===== src/rtl/systolic_skew_feeder_if.sv =====
// Operand feeder bus: tile request handshake, operand SRAM read port and the
// skewed edge outputs into the systolic array.
//   start/base_addr       tile request from the controller (feeder input)
//   rd_en/rd_addr         SRAM read strobe and address (feeder output)
//   rd_data_a/rd_data_b   registered SRAM read data, N lanes packed (feeder input)
//   a_edge/b_edge         skewed operand lanes into the array (feeder output)
//   lane_valid            per-lane data qualifier (feeder output)
//   busy/done/buf_sel     tile status and double-buffer select (feeder output)
// The slave modport is the feeder; the master modport is its surroundings.
interface systolic_skew_feeder_if #(
    parameter int N      = 16,
    parameter int DATA_W = 8,
    parameter int ADDR_W = 8
);
    logic                  start;
    logic [ADDR_W-1:0]     base_addr;
    logic                  rd_en;
    logic [ADDR_W-1:0]     rd_addr;
    logic [N*DATA_W-1:0]   rd_data_a;
    logic [N*DATA_W-1:0]   rd_data_b;
    logic [N*DATA_W-1:0]   a_edge;
    logic [N*DATA_W-1:0]   b_edge;
    logic [N-1:0]          lane_valid;
    logic                  busy;
    logic                  done;
    logic                  buf_sel;

    modport slave (
        input  start, base_addr, rd_data_a, rd_data_b,
        output rd_en, rd_addr, a_edge, b_edge, lane_valid, busy, done, buf_sel
    );

    modport master (
        output start, base_addr, rd_data_a, rd_data_b,
        input  rd_en, rd_addr, a_edge, b_edge, lane_valid, busy, done, buf_sel
    );
endinterface


===== src/rtl/systolic_skew_feeder.sv =====
// Operand feeder for an NxN systolic PE array. One accepted start streams K
// SRAM reads (A column vector and B row vector per read), then skews the lanes
// so lane i arrives i cycles after lane 0 and matching A/B elements meet in
// PE(i,j) together. Idle lanes carry zeros with lane_valid low. When the last
// skewed element leaves, done pulses and the double-buffer select flips.
// Ports:
//   clk   rising-edge clock
//   rst   asynchronous active-high reset; aborts any tile, clears all outputs
//   bus   systolic_skew_feeder_if.slave (request, SRAM read port, edge outputs)
module systolic_skew_feeder #(
    parameter int N      = 16,
    parameter int DATA_W = 8,
    parameter int ADDR_W = 8,
    parameter int K      = 16
) (
    input  logic                  clk,
    input  logic                  rst,
    systolic_skew_feeder_if.slave bus
);

    localparam int CNT_MAX = (K > N) ? K : N;
    localparam int CNT_W   = $clog2(CNT_MAX + 1);

    typedef enum logic [1:0] {
        IDLE  = 2'd0,
        READ  = 2'd1,
        FLUSH = 2'd2,
        DONE  = 2'd3
    } state_t;

    state_t            state_r;
    state_t            state_s;
    logic [CNT_W-1:0]  cnt_r;
    logic [CNT_W-1:0]  cnt_s;
    logic [ADDR_W-1:0] addr_r;
    logic [ADDR_W-1:0] addr_s;
    logic              rd_en_r;
    logic              rd_en_d1_r;   // marks the cycle rd_data is valid
    logic              busy_r;
    logic              done_r;
    logic              buf_sel_r;

    // Next-state, phase counter and read-address sequencing.
    always_comb begin
        state_s = state_r;
        cnt_s   = cnt_r;
        addr_s  = addr_r;
        case (state_r)
            IDLE: begin
                if (bus.start) begin
                    state_s = READ;
                    cnt_s   = '0;
                    addr_s  = bus.base_addr;
                end else begin
                    addr_s  = '0;
                end
            end
            READ: begin
                if (cnt_r == CNT_W'(K - 1)) begin
                    state_s = FLUSH;
                    cnt_s   = '0;
                    addr_s  = '0;
                end else begin
                    cnt_s   = cnt_r + CNT_W'(1);
                    // Natural ADDR_W overflow gives the modulo wrap.
                    addr_s  = addr_r + ADDR_W'(1);
                end
            end
            FLUSH: begin
                if (cnt_r == CNT_W'(N - 1)) begin
                    state_s = DONE;
                    cnt_s   = '0;
                end else begin
                    cnt_s   = cnt_r + CNT_W'(1);
                end
            end
            DONE: begin
                state_s = IDLE;
            end
            default: begin
                state_s = IDLE;
                cnt_s   = '0;
                addr_s  = '0;
            end
        endcase
    end

    // State, counter and address registers.
    always_ff @(posedge clk or posedge rst) begin
        if (rst) begin
            state_r <= IDLE;
            cnt_r   <= '0;
            addr_r  <= '0;
        end else begin
            state_r <= state_s;
            cnt_r   <= cnt_s;
            addr_r  <= addr_s;
        end
    end

    // Control outputs registered from the next state so they line up with it.
    always_ff @(posedge clk or posedge rst) begin
        if (rst) begin
            rd_en_r    <= 1'b0;
            rd_en_d1_r <= 1'b0;
            busy_r     <= 1'b0;
            done_r     <= 1'b0;
            buf_sel_r  <= 1'b0;
        end else begin
            rd_en_r    <= (state_s == READ);
            rd_en_d1_r <= rd_en_r;
            busy_r     <= (state_s != IDLE);
            done_r     <= (state_s == DONE);
            // Flip at the end of the DONE cycle so the new buffer is seen after done.
            buf_sel_r  <= (state_r == DONE) ? ~buf_sel_r : buf_sel_r;
        end
    end

    // Lane i owns a stage-0 capture register plus i delay registers. Data and
    // its valid bit move together, and invalid captures load zero, so every
    // idle lane drives zero with no extra masking at the edge.
    for (genvar i = 0; i < N; i++) begin : g_lane
        logic [DATA_W-1:0] a_pipe_r [0:i];
        logic [DATA_W-1:0] b_pipe_r [0:i];
        logic              v_pipe_r [0:i];

        // Capture and shift the skew chain of this lane.
        always_ff @(posedge clk or posedge rst) begin
            if (rst) begin
                for (int j = 0; j <= i; j++) begin
                    a_pipe_r[j] <= '0;
                    b_pipe_r[j] <= '0;
                    v_pipe_r[j] <= 1'b0;
                end
            end else begin
                a_pipe_r[0] <= rd_en_d1_r ? bus.rd_data_a[i*DATA_W +: DATA_W] : '0;
                b_pipe_r[0] <= rd_en_d1_r ? bus.rd_data_b[i*DATA_W +: DATA_W] : '0;
                v_pipe_r[0] <= rd_en_d1_r;
                for (int j = 1; j <= i; j++) begin
                    a_pipe_r[j] <= a_pipe_r[j-1];
                    b_pipe_r[j] <= b_pipe_r[j-1];
                    v_pipe_r[j] <= v_pipe_r[j-1];
                end
            end
        end

        assign bus.a_edge[i*DATA_W +: DATA_W] = a_pipe_r[i];
        assign bus.b_edge[i*DATA_W +: DATA_W] = b_pipe_r[i];
        assign bus.lane_valid[i]              = v_pipe_r[i];
    end

    assign bus.rd_en   = rd_en_r;
    assign bus.rd_addr = addr_r;
    assign bus.busy    = busy_r;
    assign bus.done    = done_r;
    assign bus.buf_sel = buf_sel_r;

endmodule

===== src/flat_wrapper.sv =====
// flat-port wrapper written by rule: the top's interface ports become plain ports
module systolic_skew_feeder_flat 
#(
    parameter int N      = 16,
    parameter int DATA_W = 8,
    parameter int ADDR_W = 8,
    parameter int K      = 16
)
  (clk, rst, bus_start, bus_base_addr, bus_rd_data_a, bus_rd_data_b, bus_rd_en, bus_rd_addr, bus_a_edge, bus_b_edge, bus_lane_valid, bus_busy, bus_done, bus_buf_sel);
  systolic_skew_feeder_if #(.N(N), .DATA_W(DATA_W), .ADDR_W(ADDR_W)) bus_i ();
  input  logic clk;
  input  logic rst;
  input wire logic [$bits(bus_i.start)-1:0] bus_start;
  input wire logic [$bits(bus_i.base_addr)-1:0] bus_base_addr;
  input wire logic [$bits(bus_i.rd_data_a)-1:0] bus_rd_data_a;
  input wire logic [$bits(bus_i.rd_data_b)-1:0] bus_rd_data_b;
  output wire logic [$bits(bus_i.rd_en)-1:0] bus_rd_en;
  output wire logic [$bits(bus_i.rd_addr)-1:0] bus_rd_addr;
  output wire logic [$bits(bus_i.a_edge)-1:0] bus_a_edge;
  output wire logic [$bits(bus_i.b_edge)-1:0] bus_b_edge;
  output wire logic [$bits(bus_i.lane_valid)-1:0] bus_lane_valid;
  output wire logic [$bits(bus_i.busy)-1:0] bus_busy;
  output wire logic [$bits(bus_i.done)-1:0] bus_done;
  output wire logic [$bits(bus_i.buf_sel)-1:0] bus_buf_sel;
  assign bus_i.start = bus_start;
  assign bus_i.base_addr = bus_base_addr;
  assign bus_i.rd_data_a = bus_rd_data_a;
  assign bus_i.rd_data_b = bus_rd_data_b;
  assign bus_rd_en = bus_i.rd_en;
  assign bus_rd_addr = bus_i.rd_addr;
  assign bus_a_edge = bus_i.a_edge;
  assign bus_b_edge = bus_i.b_edge;
  assign bus_lane_valid = bus_i.lane_valid;
  assign bus_busy = bus_i.busy;
  assign bus_done = bus_i.done;
  assign bus_buf_sel = bus_i.buf_sel;
  systolic_skew_feeder #(.N(N), .DATA_W(DATA_W), .ADDR_W(ADDR_W), .K(K)) u_core (.clk(clk), .rst(rst), .bus(bus_i));
endmodule

===== config.mk =====
export PLATFORM = sky130hd
export DESIGN_NAME = systolic_skew_feeder_flat
export DESIGN_NICKNAME = d
export VERILOG_FILES = /design/src/rtl/systolic_skew_feeder_if.sv /design/src/rtl/systolic_skew_feeder.sv /design/src/flat_wrapper.sv
export SDC_FILE = /design/constraint.sdc
export NUM_CORES = 2
export LEC_CHECK = 0
export BUFFER_PORTS_ARGS = -buffer_cell sky130_fd_sc_hd__buf_2
export CORE_MARGIN = 4
export CORE_UTILIZATION = 30
export DETAILED_ROUTE_END_ITERATION = 7
export PLACE_DENSITY_LB_ADDON = 0.2
export REMOVE_ABC_BUFFERS = 1
export SYNTH_ARGS = -nofsm -noshare
export SYNTH_HDL_FRONTEND = slang
export SYNTH_SLANG_ARGS = --single-unit

===== constraint.sdc =====
create_clock -name clk -period 67.5 [get_ports clk]
set_input_delay 6.75 -clock clk [delete_from_list [all_inputs] [get_ports clk]]
set_output_delay 6.75 -clock clk [all_outputs]
set_load 0.01 [all_outputs]

== After elaboration in Yosys (flattened, before gate mapping) ==
Cells that the tools add are included.
Widths: inputs -> output; s select.

* Flip-flop bits (word level): 2,212
* Input bits: 267
* Output and inout port bits: 284
* Word-level logic and storage cells: 354

* Add/sub/neg operators: 2
* Equality and inequality tests: 7
* Muxes and demuxes: 42
* Bitwise operators: 1
* Reduce and logical (&&, ||, !) cells: 6

{| class="wikitable"
|+ Operators with widths
! kind !! number
|-
| $mux 8 || 34
|-
| $pmux 8 s2 || 1
|-
| $mux 5 || 2
|-
| $pmux 5 s2 || 1
|-
| $add 8x1->8 const B || 1
|-
| $pmux 2 s4 || 1
|-
| $eq 2x2->1 const B || 3
|-
| $mux 2 || 3
|-
| $reduce_bool 2->1 || 3
|-
| $add 5x1->5 const B || 1
|-
| $eq 5x4->1 const B || 1
|-
| $eq 2x1->1 const B || 2
|-
| $logic_not 2->1 || 1
|-
| $ne 2x2->1 const B || 1
|-
| $reduce_and 2->1 || 1
|-
| $reduce_or 2->1 || 1
|-
| $not 1->1 || 1
|}

== Logic depth before layout (Yosys ltp) ==
* Depth in word-level cells: 4
* Depth in mapped cells: 8
* Depth with buffers taken out: 7

== Least setup slack after synthesis ==
Ideal clock, no wire load.

* Path type: input to register
* From: input bus_start
* To: register u_core.addr_r[6] (netlist: u_core.bus.rd_addr[6])
* Data arrival time: 7,347 ps
* Slack: 60,029 ps
* Cell stages on the path: 3
* Buffers on the path: 0
* Path through: and3b_1 > and2_1 > a211o_1

* Longest elaborated chain between the ends: 2

{| class="wikitable"
|+ Ends and longest elaborated chain
! item !! RTL line !! source
|-
| start, declared || flat_wrapper.sv:13 || <nowiki>input wire logic [$bits(bus_i.start)-1:0] bus_start;</nowiki>
|-
| $mux 8 || systolic_skew_feeder.sv:50 || <nowiki>if (bus.start) begin</nowiki>
|-
| $pmux 8 s2 || systolic_skew_feeder.sv:48 || <nowiki>case (state_r)</nowiki>
|-
| end signal, assigned || systolic_skew_feeder.sv:97 || <nowiki>addr_r <= addr_s;</nowiki>
|-
| end, declared || systolic_skew_feeder.sv:35 || <nowiki>logic [ADDR_W-1:0] addr_r;</nowiki>
|}

No other way between the ends.
A chain may end at the register's enable or synchronous reset.

==> summary.md <==
| Metric | Value |
|---|---|
| Global-route usage over all layers | 9.15% |
| Synth Warn # | 0 |
| Drt pass-1 iters | 4 |
| Post-synth EDFFs | 0 |
| Fin area | 71500 µm² |
| Top cells by area, synth | dfrtp_1 (93%), buf_4 (3.0%), and2_1 (2.7%) |
| Largest net degree at the start of global routing | 188 |
| Wire per inst | 14.8 µm |
| #FFs+latches synth | 2212 |
| Crit path DAT | 14.53 ns |
| Slew Limit Fails | 0 |
| Routed WL | 91600 µm |
| Min-delay src | u_core.g_lane[5].b_pipe_r[43]$_DFF_PP0_ |
| Core ar. | 197000 µm² |
| Class of the most critical setup path | in2async |
| Leak | 35.8 nW |
| Hold Path Cell Cnt | 0 |
| Flop pwr share | 55.7% |
| CTS Hold Bufs | 0 |
| Layout cells sized above 1 | 26.6% |
| Worst hold path class | reg2reg |
| Post-CTS setup repair buffer count | 0 |
| Post-route ant nets | 0 |
| Asr flop ratio synth | 100% |
| Register Area | 55400 µm² |
| Clock buffer depth | 3 |
| WHS | 0.288 ns |
| Outcome | finished clean |
| Starting Density | 30.1% |
| Worst-Skew Late Latency | 0.81 ns |
| Slew @ Worst Pin | 1.07 ns |
| Worst Path Max Fanout | 140 |
| Endpoint type of the worst setup path | asynchronous set/reset pin |
| Min Tclk post-route | 13.75 ns |
| Vias in the first global route | 24034 |
| Die height | 453 µm |
| Clock root buffer | clkbuf_16 |
| Post-CTS resize count | 0 |
| Area Overhead vs Synth | 20.3% |
| Max IR drop VDD | 0.0000297 V |
| Internal power of the cells | 2.50 mW |
| Synth unique cells | 36 |
| Worst reg2reg path depth | 2 |
| CTS buffer count | 219 |
| Cells after Synth | 2825 |
| Total gr overflow | 0 |
| Fin crit share | 20.4% |
| Synthesized area per cell | 21.0 µm² |
| Clock skew | 0.0607 ns |
| Top-area cell type share of the netlist area | 93.1% |
| Post-Synthesis Cell Area | 59400 µm² |
| Startpoint Class | input port |
| FILL cells | 18377 |
| F_max | 72.7 MHz |
| Final #Nets | 3625 |
| Iter 0 DRT Violations | 1261 |
| Via count | 21956 |
| Seq/Total Area, Yosys | 93.1% |
| # H-tree levels | 4 |
| FF-to-FF setup slack | 65.25 ns |
| Gate power share | 6.0% |
| Ys flop type | dfrtp_1 |
| Worst R2R Start | u_core.rd_en_d1_r$_DFF_PP0_ |
| CP startpoint | rst |
| Die W | 453 µm |
| PwrDens | 45.2 nW/µm² |
| First-pass GRT wire length | 144000 µm |
| Tot Pwr | 3.23 mW |
| Port Buffer Count | 550 |
| Antenna violations before repair | 43 |
| Hpwl dp | 54300 µm |
| Clock slew at reported path FFs | 0.06 ns |
| Unrepaired setup endpoints after global routing | no |
| Placed Area | 63800 µm² |
| Worst Hold Endpoint | u_core.g_lane[5].b_pipe_r[35]$_DFF_PP0_ |
| DR vias/cell | 3.55 |
| R2r endpoint | u_core.g_lane[12].b_pipe_r[98]$_DFF_PP0_ |
| Clock group share of total power | 38.3% |
| Max_slew headroom | 28.9% |
| Largest area contributor in the netlist | dfrtp_1 |
| CTS tree | yes |
| Final Hold Viols | 0 |
| Row count | 163 |
| Remaining DRCs | 0 |
| Switching part of the total power | 22.6% |
| # setup viols final | 0 |
| Multi-input gate area | 2130 µm² |
| NetSw | 0.729 mW |
| Number of top-level pins | 551 |
| Max Cap Viol | 0 |
| Worst path required time | 68.27 ns |
| Die area | 205000 µm² |
| Clock sinks | 2212 |
| Gpl congestion | 0.726 |
==> registers in the layout, summed over array words and instances (netlist names) <==
signal                  flops
u_core.cnt_r                5
u_core.g_lane.a_pipe_r    968
u_core.bus.done             1
u_core.bus.rd_addr          8
u_core.g_lane.b_pipe_r    968
u_core.rd_en_d1_r           1
u_core.bus.buf_sel          1
u_core.state_r              2
u_core.g_lane.v_pipe_r      1
u_core.bus.b_edge         120
u_core.bus.a_edge         120
u_core.bus.lane_valid      15
u_core.bus.rd_en            1
u_core.bus.busy             1
==> placed cells by master (no fill, tap or decap), drive strengths merged <==
cell type	instances
o21ai	10
diode	16
a31o	1
nor3b	2
a211o	1
nand4b	1
dfrtp	2212
xor2	2
buf	577
nand2b	2
nand2	15
nor2b	2
and4	1
mux2i	1
a32oi	1
a21o	1
nand4	1
a22oi	1
o22ai	4
nor2	5
o31a	1
clkbuf	317
bufinv	19
a21oi	4
clkinvlp	10
a22o	1
a31oi	1
o311ai	3
inv	19
and3b	1
clkinv	44
nand3	7
and3	1
ha	6
and2	258
==> area by class of cell <==
cell class                 instances  share of cell area (%)
sequential                      2212                    77.4
clock buffer                     317                    8.97
tap                             2640                    4.62
timing repair buffer             577                    4.19
multi-input combinational        334                    2.98
clock inverter                    84                    1.71
antenna                           16                  0.0560
inverter                           8                  0.0525
==> cells by family after synthesis <==
kind of cell | after synthesis | share of synthesized area, %
flip-flops | 2212 | 93.1
AND/OR/NAND/NOR | 296 | 3.07
buffers and inverters | 279 | 3.29
AO/OA/AOI/OAI | 29 | 0.349
adder cells (fa/ha/maj) | 6 | 0.126
XOR/XNOR | 2 | 0.0295
multiplexers | 1 | 0.0168
==> per-layer routing <==
layer / vias to the layer above / global-route usage [%] / part of all wire [%]
li1: 9612 / - / -
met1: 11591 / 10.6 / 38
met5: - / 0 / 0
met3: 278 / 2.65 / 5.1
met2: 475 / 15.5 / 52
met4: 0 / 4.41 / 4.7
==> critical path, stage by stage <==
cell	delay [ns]
buf_2	0.13
inv_8	0.62
buf_4	0.85
buf_4	0.73
buf_4	0.83
buf_4	0.84
buf_4	0.79
buf_4	0.91
buf_4	0.80
buf_4	0.93
==> Yosys cell counts (4+ instances only) <==
| cell type | n |
|---|---|
| dfrtp_1 | 2212 |
| and2_1 | 257 |
| buf_4 | 241 |
| clkbuf_1 | 28 |
| nand2_1 | 14 |
| o21ai_0 | 9 |
| inv_1 | 8 |
| nand3_1 | 7 |
| ha_1 | 6 |
| nor2_1 | 5 |
| a21oi_1 | 4 |
| o22ai_1 | 4 |
==> power by group through the flow <==
stage | Sequential [mW] | Clock, mW | Combinational, mW
2_1_floorplan | 1.86 | 0 | 0.0649
3_3_place_gp | 1.82 | 0 | 0.203
3_5_place_dp | 1.83 | 0 | 0.205
4_1_cts | 1.81 | 1.29 | 0.205
5_1_grt | 1.84 | 1.35 | 0.216
6_report | 1.80 | 1.24 | 0.193
==> through the flow <==
stage	TNS [ns]	setup WS, ns	cells	util, %
detailed placement	0	52.30	5771	32.4
CTS	0	53.26	6172	36.2
floorplan	-3868.56	-1.75	2554	-
global placement	0	52.54	5771	32.4
finish	0	53.75	6188	36.3
global route	0	52.18	6176	36.2
==> how the worst max path moves through the flow <==
| stage | slack (ns) | depth (start not counted) | end |
|---|---|---|---|
| 2_1_floorplan | -1.75 | 1 | u_core.bus.a_edge[100]$_DFF_PP0_ |
| 3_3_place_gp | 52.54 | 10 | u_core.bus.b_edge[106]$_DFF_PP0_ |
| 3_5_place_dp | 52.30 | 10 | u_core.bus.b_edge[106]$_DFF_PP0_ |
| 4_1_cts | 53.26 | 10 | u_core.bus.b_edge[106]$_DFF_PP0_ |
| 5_1_grt | 52.18 | 10 | u_core.bus.a_edge[102]$_DFF_PP0_ |
| 6_report | 53.75 | 10 | u_core.g_lane[12].a_pipe_r[38]$_DFF_PP0_ |
Power figures use the tool's default switching activity.
